File: config.mk
export PLATFORM = sky130hd
export DESIGN_NAME = ram_dma
export DESIGN_NICKNAME = d
export VERILOG_FILES = /design/src/rtl/ram_dma.sv
export SDC_FILE = /design/constraint.sdc
export NUM_CORES = 1
export LEC_CHECK = 0
export CAP_MARGIN = 15
export CORE_MARGIN = 2
export CORE_UTILIZATION = 35
export CTS_CLUSTER_DIAMETER = 120
export DETAILED_ROUTE_END_ITERATION = 16
export PLACE_DENSITY = 0.67
export RECOVER_POWER = 50
export SETUP_SLACK_MARGIN = 0.05
export SYNTH_ARGS = -nofsm -noshare
export SYNTH_HDL_FRONTEND = slang
export SYNTH_SLANG_ARGS = --single-unit
File: constraint.sdc
create_clock -name clk -period 1.5 [get_ports clk]
set_input_delay 0.3 -clock clk [delete_from_list [all_inputs] [get_ports clk]]
set_output_delay 0.3 -clock clk [all_outputs]
set_load 0.03 [all_outputs]
File: src/rtl/ram_dma.sv
// Block-copy / block-fill bus master for a single-port synchronous RAM.
// Copy alternates read/write cycles word by word; fill writes one word per cycle.
module ram_dma #(
  parameter int A = 10,
  parameter int D = 8
) (
  input  logic         clk,
  input  logic         rst_n,
  input  logic         start,
  input  logic         mode,
  input  logic [A-1:0] src,
  input  logic [A-1:0] dst,
  input  logic [A:0]   len,
  input  logic [D-1:0] fill_val,
  output logic         busy,
  output logic         done,
  output logic         ram_cs,
  output logic         ram_rw,
  output logic [A-1:0] ram_addr,
  output logic [D-1:0] ram_di,
  input  logic [D-1:0] ram_dout
);

  typedef enum logic [1:0] {IDLE = 2'd0, RD = 2'd1, WR = 2'd2, FILL = 2'd3} state_t;

  state_t       state_q, state_d;
  logic [A-1:0] src_q, src_d, dst_q, dst_d, addr_q, addr_d;
  logic [A:0]   rem_q, rem_d;
  logic [D-1:0] fill_q, fill_d, di_q, di_d;
  logic         done_q, done_d;
  logic         last;

  assign last = (rem_q == (A+1)'(1));

  always_ff @(posedge clk or negedge rst_n) begin
    if (!rst_n) state_q <= IDLE;
    else        state_q <= state_d;
  end

  always_comb begin
    state_d = state_q;
    unique case (state_q)
      IDLE: if (start && (len != '0)) state_d = mode ? FILL : RD;
      RD:   state_d = WR;
      WR:   state_d = last ? IDLE : RD;
      FILL: state_d = last ? IDLE : FILL;
      default: state_d = IDLE;
    endcase
  end

  // Transfer counters and latched parameters; addr/di hold registers keep IDLE outputs stable.
  always_comb begin
    src_d  = src_q;
    dst_d  = dst_q;
    rem_d  = rem_q;
    fill_d = fill_q;
    done_d = 1'b0;
    addr_d = ram_addr;
    di_d   = ram_di;
    unique case (state_q)
      IDLE: if (start) begin
        src_d  = src;
        dst_d  = dst;
        rem_d  = len;
        fill_d = fill_val;
        done_d = (len == '0);
      end
      WR: begin
        src_d  = src_q + 1'b1;
        dst_d  = dst_q + 1'b1;
        rem_d  = rem_q - 1'b1;
        done_d = last;
      end
      FILL: begin
        dst_d  = dst_q + 1'b1;
        rem_d  = rem_q - 1'b1;
        done_d = last;
      end
      default: ;
    endcase
  end

  always_ff @(posedge clk or negedge rst_n) begin
    if (!rst_n) begin
      src_q  <= '0;
      dst_q  <= '0;
      rem_q  <= '0;
      fill_q <= '0;
      addr_q <= '0;
      di_q   <= '0;
      done_q <= 1'b0;
    end else begin
      src_q  <= src_d;
      dst_q  <= dst_d;
      rem_q  <= rem_d;
      fill_q <= fill_d;
      addr_q <= addr_d;
      di_q   <= di_d;
      done_q <= done_d;
    end
  end

  // RAM strobes and address come from registered state only; write data
  // in WR is the word the RAM registered on the preceding read edge.
  always_comb begin
    ram_cs   = 1'b0;
    ram_rw   = 1'b0;
    ram_addr = addr_q;
    ram_di   = di_q;
    unique case (state_q)
      RD: begin
        ram_cs   = 1'b1;
        ram_addr = src_q;
      end
      WR: begin
        ram_cs   = 1'b1;
        ram_rw   = 1'b1;
        ram_addr = dst_q;
        ram_di   = ram_dout;
      end
      FILL: begin
        ram_cs   = 1'b1;
        ram_rw   = 1'b1;
        ram_addr = dst_q;
        ram_di   = fill_q;
      end
      default: ;
    endcase
  end

  assign busy = (state_q != IDLE);
  assign done = done_q;

endmodule

Word-level counts from Yosys, hierarchy flattened
Cells that the tools add are included.
W data, S select, Z words.
- register bits: 60
- input bits: 51
- output and inout port bits: 22
- word-level logic and storage cells: 46
- $add $sub $neg: 3
- equality and inequality tests: 6
- muxes and demuxes: 17
- reduce and logical (&&, ||, !) cells: 12
- operators by type and width (cell ; number):
    $pmux W10 S2 ; 3
    $pmux W11 S2 ; 1
    $add A10 B1 Y10 const B ; 2
    $mux W10 ; 2
    $pmux W8 S2 ; 1
    $eq A11 B1 Y1 const B ; 1
    $logic_not A11 Y1 ; 1
    $mux W11 ; 1
    $reduce_bool A11 Y1 ; 1
    $sub A11 B1 Y11 const B ; 1
    $pmux W2 S4 ; 1
    $mux W2 ; 3
    $reduce_and A2 Y1 ; 3
    $reduce_bool A2 Y1 ; 3
    $eq A2 B2 Y1 const B ; 2
    $mux W1 ; 4
    $ne A2 B2 Y1 const B ; 2
    $reduce_or A3 Y1 ; 1
    $eq A2 B1 Y1 const B ; 1
    $logic_not A2 Y1 ; 1
    $pmux W1 S2 ; 1
    $reduce_or A2 Y1 ; 1
    $logic_and A1 B1 Y1 ; 1

Longest topological paths before layout
Gate-level depths: netlist of the first run.
- depth after elaboration: 4
- gate-level depth with buffers: 7
- depth with buffers taken out: 6

Worst setup path after synthesis of the first run
OpenSTA, ideal clock, no wires.
- path kind: register to output
- start point: register state_q[1]
- end point: output ram_addr[1]
- data arrival time: 1588 ps
- data required time: 1200 ps
- setup slack: -388 ps
- cell stages (with the launch flop): 5
- path buffers: 3
- cells stage by stage: dfrtp_1 > buf_2 > buf_4 > clkbuf_1 > o21ai_0
- cells in the longest elaborated chain, start to end: 3
- elaborated cells on any way between the ends: 5
- those cells by class: eq/ne: 3; mux: 1; reduce/logical: 1
- RTL lines (what ; RTL line ; text):
    start, declared ; 26 ; state_t state_q, state_d;
    start signal, assigned ; 37 ; else state_q <= state_d;
    $eq A2 B2 Y1 ; 110 ; unique case (state_q)
    $reduce_or A2 Y1 (no source line) ; n/a ;
    $pmux W10 S2 * ; 110 ;
    end, declared ; 19 ; output logic [A-1:0] ram_addr,
Mark *: on every way between the ends. The rest lies on a longest branch, timed or not.

Worst setup path in the final report of the first run
- start point: register state_q[0]
- end point: output ram_di[7]
- cells in the longest elaborated chain, start to end: 2
- elaborated cells on any way between the ends: 3
- those cells by class: eq/ne: 2; mux: 1
- RTL lines (what ; RTL line ; text):
    $eq A2 B2 Y1 ; 110 ;
    $pmux W8 S2 * ; 110 ;
    end, declared ; 20 ; output logic [D-1:0] ram_di,
Marks and branches as above.

==> results of run 1 <==
through the flow:
step                      worst slack (ps)  util, %
after detailed placement              -268     50.8
after global routing                  -417     60.7
after CTS                             -377     58.0
final                                 -378     60.7
after floorplan                      -12.9        -
after global placement                -262     50.8
area by class of cell:
cell class / instances / share of cell area [%]
Timing Repair Buffer: 148 / 27.2
Sequential cell: 60 / 28.4
Tap cell: 108 / 2.54
Clock buffer: 9 / 2.33
Clock inverter: 7 / 1.27
Inverter: 5 / 0.353
Multi-Input combinational cell: 250 / 37.9
repair_timing:
| action | in CTS | in global routing |
|---|---|---|
| pin swaps | 12 | 23 |
| buffers inserted | 16 | 6 |
| endpoints found under the hold margin | 60 | 0 |
| setup endpoints to repair | 55 | 59 |
| resized for setup | 69 | 54 |
| cloned | 1 | 1 |
| hold buffers | 1 | 0 |
final timing paths:
path | to | start | depth (start not counted)
worst min-delay path | fill_q[5]$_DFFE_PN0P_ | fill_val[5] | 3
min in group asynchronous | dst_q[2]$_DFFE_PN0P_ | rst_n | 3
worst max-delay path | ram_di[7] | state_q[0]$_DFFE_PN0P_ | 5
worst max register to register | src_q[0]$_DFFE_PN0P_ | state_q[1]$_DFFE_PN0P_ | 6
max in group asynchronous | state_q[1]$_DFFE_PN0P_ | rst_n | 3
worst min register to register | fill_q[5]$_DFFE_PN0P_ | fill_q[5]$_DFFE_PN0P_ | 2
cells in the mapped netlist, types with 2 or more instances:
cell	instances	area (µm²)
a21oi_1	30	150
buf_4	4	30.0
nand2b_1	4	25.0
a211oi_1	17	128
nor2b_1	2	12.5
nand4_1	2	12.5
xor2_1	9	78.8
nand3_1	10	50.1
and2_1	12	75.1
nor3_1	5	25.0
inv_1	5	18.8
nand2_1	52	195
o22a_1	2	17.5
clkbuf_1	10	37.5
and4_1	2	17.5
nor4_1	5	31.3
a311oi_1	2	17.5
o311ai_0	2	17.5
o22ai_1	3	18.8
nor2_1	21	78.8
buf_2	6	30.0
dfrtp_1	60	1500
mux2i_1	21	210
ha_1	4	50.1
o21ai_0	16	80.1
o211ai_1	2	15.0
xnor2_1	6	52.6
buf_6	2	22.5
cells by family (layout without fill, tap and decap cells):
family / Yosys count / after routing / share of synthesized area (%)
flops: 60 / 60 / 47.3
compound gates: 83 / 83 / 16.3
mux: 21 / 21 / 6.62
fa+ha+maj: 4 / 4 / 1.58
xor+xnor: 15 / 15 / 4.14
simple gates: 126 / 127 / 19.3
buf+inv: 28 / 169 / 4.77
where the power goes:
| part | total, mW | switching [mW] | leakage (nW) | internal, mW |
|---|---|---|---|---|
| sequential | 2.49 | 0.413 | 0.684 | 2.07 |
| combinational | 2.74 | 1.33 | 1.43 | 1.40 |
| clock | 1.44 | 0.679 | 0.0910 | 0.756 |
layer usage:
layer | GRT usage, % | vias to the layer above | wire length [µm]
met5 | 0 | - | 0
met4 | 6.64 | 0 | 142
met3 | 4.64 | 15 | 337
met2 | 32.5 | 63 | 4850
met1 | 25.0 | 1508 | 4170
li1 | - | 1483 | -
sequential cells by signal, summed over array words and instances (netlist names):
| signal | cells |
|---|---|
| rem_q | 11 |
| addr_q | 10 |
| dst_q | 10 |
| src_q | 10 |
| di_q | 8 |
| fill_q | 8 |
| state_q | 2 |
| done | 1 |
critical path, stage by stage, from the launching register on:
cell	delay, ps
dfrtp_2	450
buf_4	170
buf_16	130
mux2i_4	180
a21oi_4	160
buf_6	150
==> metrics, run 1 <==
status=complete, but fails checks; violated checks=negative setup slack; Post-DRT Antenna Nets=0; CP Capture Type=output port; fillers=710; post-route setup slack=-378 ps; dpl cells=roughly 550; DR pass1 iterations=5; Netlist cell types=49; area of the core=approximately 0.009 mm²; CTS buffer count=9; final setup TNS=-8370 ps; clock root buffer master=clkbuf_8; Period minus WS final=1880 ps; DRC violations left=0; Initial Util=a little over a third; crit share post-route=125%; Slew headroom=43.9%; largest net degree at the start of global routing=61; CP Launch Type=flop; register area share after synthesis=47.3%; cell area after synthesis=about 0.0032 mm²; Avg Cell Area, Syn=between 9 and 10 µm²; # IOs=73; Max H-tree Level=3; Final Hold Viols=0; DR iter-0 viols=151; VDD IR max=roughly 950 µV; Synth async-reset ratio=100%; share of cells above drive strength 1=a little over two fifths; Leak=~2.2 nW; final setup fails=46; Slew Viols, Final=0; routed wire length=9500 µm; die area=between 0.009 and 0.01 mm²; syn_nets=just under 400; first-pass GRT wire length=around 15000 µm; GRT Util Overall=19.5%; Power Total=around 6.7 mW; Fmax=~530 MHz; most common cell after layout, fill and taps aside=dfrtp_1; initial antenna violation count=0; register area=roughly 0.0015 mm²; WP data required=between 1000 and 1500 ps; Longest Clk Path Bufs=2; Worst Skew=7.91 ps; via count=roughly 3100; Clock Sink Count=60; final cell count without fillers=roughly 600; RSZ-0062 raised after global routing=yes; Power Density=1250 mW/mm²; P&R area growth vs syn=67.7%; area of the multi-input gates=~0.0020 mm²; min-delay worst type=in2reg; cell count after synthesis=between 300 and 400; Synth Register Bits=60; final hold slack=around 480 ps; crit path max fanout=4; R2R Setup Slk=-130 ps; number of flops mapped to enable cells by yosys=0; GRT Residual Overflow=0; port bufs=72; CTS tree=done; Slew @ Worst Pin=842 ps; clk_lat worst skew=about 340 ps; Crit Path Class=reg2out; DIE WIDTH=roughly 100 µm; Die Height=just under 100 µm; Max-cap violations=0; Vias/cell=roughly 5.2; HPWL Detailed=about 6400 µm; Reg clk slew, reported paths=approximately 70 ps; GP Congestion=~0.83; Syn. warnings=0; post-route cell area=roughly 0.0053 mm²; DP Area=roughly 0.0044 mm²; vias in the first global route=between 3000 and 4000; Critical Path AT=~1600 ps; Site Rows=34; Nets=roughly 530; commonest cells after routing, fill and taps aside=dfrtp_1 (55), buf_4 (52), clkdlybuf4s50_1 (49); ys flop type=dfrtp_1; Antenna Cells=0; WL/cell=between 15 and 20 µm
Note: power is estimated with default switching activity, not from simulation.
==> run 2, diff against run 1 <==
PLACE_DENSITY = 0.65   (was 0.67)
==> run 2 against run 1 <==
  * The flow still finishes with violations (negative setup slack)
  * Global-route usage rose by 0.33 points
  * Sequential share of layout area rose by 0.91 points
  * Final cell count fell by 0.68%
  * Register-to-register slack got worse by 130 ps
  * Fmax rose by 3.9%
  * Clock power rose by 4%
  * Setup slack improved by 70 ps
==> metrics, run 2 (synthesis gave the netlist of run 1 again) <==
largest net degree at the start of global routing=61 (unchanged); P&R area growth vs syn=62.2%; Clock Sink Count=60 (unchanged); crit share post-route=121% (-4.7 points); GP Congestion=0.833 (-0.22%); DR iter-0 viols=127 (-16%); min-delay worst type=in2reg; share of cells above drive strength 1=37.3% (-4.7 points); Initial Util=36.2% (unchanged); final hold slack=473 ps (-11.6 ps); area of the core=0.00876 mm² (unchanged); Die Height=99.2 µm (unchanged); # IOs=73 (unchanged); final core occ=58.7% (-2.0 points); final setup fails=53 (+15%); Slew @ Worst Pin=854 ps (+11.9 ps); dpl cells=548 (+0.18%); Post-DRT Antenna Nets=0 (unchanged); post-route setup slack=-308 ps (+70.2 ps); port bufs=72 (unchanged); VDD IR max=729 µV (-23%); initial antenna violation count=0 (unchanged); Slew Viols, Final=0 (unchanged); commonest cells after routing, fill and taps aside=dfrtp_1 (57), buf_4 (56), nand2_1 (52); Antenna Cells=0 (unchanged); Max-cap violations=0 (unchanged); Period minus WS final=1810 ps (-70.2 ps); most common cell after layout, fill and taps aside=dfrtp_1; fillers=762 (+7.3%); status=complete, but fails checks; clk_lat worst skew=350 ps (about the same); DP Area=0.00444 mm² (-0.11%); Vias/cell=5.11 (-2.2%); met3 Usage GRT=5.34% (+0.70 points); GR Util met2=32.3% (-0.21 points); RSZ-0062 raised after global routing=yes; GRT Residual Overflow=0 (unchanged); Worst Skew=9.84 ps (+1.93 ps); DR pass1 iterations=4 (-1); post-route cell area=0.00515 mm² (-3.3%); DRC violations left=0 (unchanged); Max H-tree Level=3 (unchanged); crit path max fanout=17 (+13); via count=2981 (-2.9%); Leak=2.15 nW (-2.4%); CP Launch Type=flop; busiest metal layer after global routing=met2; violated checks=negative setup slack; Nets=525 (-0.76%); DIE WIDTH=99.2 µm (unchanged); CP Capture Type=output port; Fmax=553 MHz (+3.9%); Crit Path Class=reg2out; max FFs per register=11 (unchanged); die area=0.00984 mm² (unchanged); Power Density=1300 mW/mm² (+4.0%); CTS buffer count=9 (unchanged); Final Hold Viols=0 (unchanged); Critical Path AT=1510 ps (-70 ps); WP data required=1200 ps (about the same); Power Total=6.70 mW (+0.60%); first-pass GRT wire length=15400 µm (+2.7%); Reg clk slew, reported paths=80 ps (about the same); vias in the first global route=3234 (+5.1%); Top reg by flops=rem_q; GRT Util Overall=19.8% (+0.33 points); Site Rows=34 (unchanged); WL/cell=15.9 µm (-1.8%); Longest Clk Path Bufs=2 (unchanged); final cell count without fillers=583 (-0.68%); routed wire length=9270 µm (-2.5%); HPWL Detailed=6190 µm (-2.9%); Slew headroom=43.1% (-0.79 points); met1 Resource Use GR=26.0% (+1.0 points); CTS tree=done; clock root buffer master=clkbuf_8
run 2: through the flow:
| stage | TNS (ps) | setup slack (ps) |
|---|---|---|
| after detailed placement | -7640 | -248 |
| after global placement | -6140 | -233 |
| final | -9610 | -308 |
| after floorplan | -24.5 | -12.9 |
| after CTS | -9690 | -305 |
| after global routing | -13080 | -368 |
run 2: critical path, stage by stage (launching register included):
cell	delay, ps
dfrtp_2	450
buf_12	180
mux2i_2	160
o21ai_2	200
buf_6	160
run 2: what timing repair did:
item / in CTS / in global routing
gates cloned: 1 / 0
buffers inserted: 10 / 7
endpoints found under the setup margin: 57 / 63
hold buffers: 1 / 0
pin swaps: 9 / 7
hold endpoints to repair: 60 / 0
resized for setup: 63 / 31
run 2: cell type report:
type	instances	area, µm²	share of cell area [%]
multi-input combinational	249	1910	37.2
clock inverter	6	63.8	1.24
tap	108	135	2.63
sequential	60	1510	29.3
timing repair buffer	145	1370	26.6
clock buffer	10	138	2.67
inverter	5	18.8	0.365
run 2: report_power, final:
part | switching [mW] | internal [mW] | leakage, nW
logic | 1.32 | 1.41 | 1.37
clock network | 0.694 | 0.808 | 0.0983
registers | 0.402 | 2.07 | 0.686
total | 2.42 | 4.28 | 2.15
run 2: worst paths after layout:
path	to	startpoint	slack [ps]	cells after the start
worst max-delay path	ram_addr[4]	state_q[0]$_DFFE_PN0P_	-310	4
worst min-delay path	fill_q[7]$_DFFE_PN0P_	fill_val[7]	470	3
worst max register to register	rem_q[6]$_DFFE_PN0P_	state_q[1]$_DFFE_PN0P_	-260	6
worst min register to register	fill_q[1]$_DFFE_PN0P_	fill_q[1]$_DFFE_PN0P_	510	2
max in group asynchronous	state_q[1]$_DFFE_PN0P_	rst_n	160	3
min in group asynchronous	rem_q[4]$_DFFE_PN0P_	rst_n	690	3
run 2: layer usage:
metal | share of wire, % | wire length (µm)
met1 | 46 | 4300
met2 | 49 | 4520
met3 | 3.9 | 364
met4 | 0.90 | 83
met5 | 0 | 0
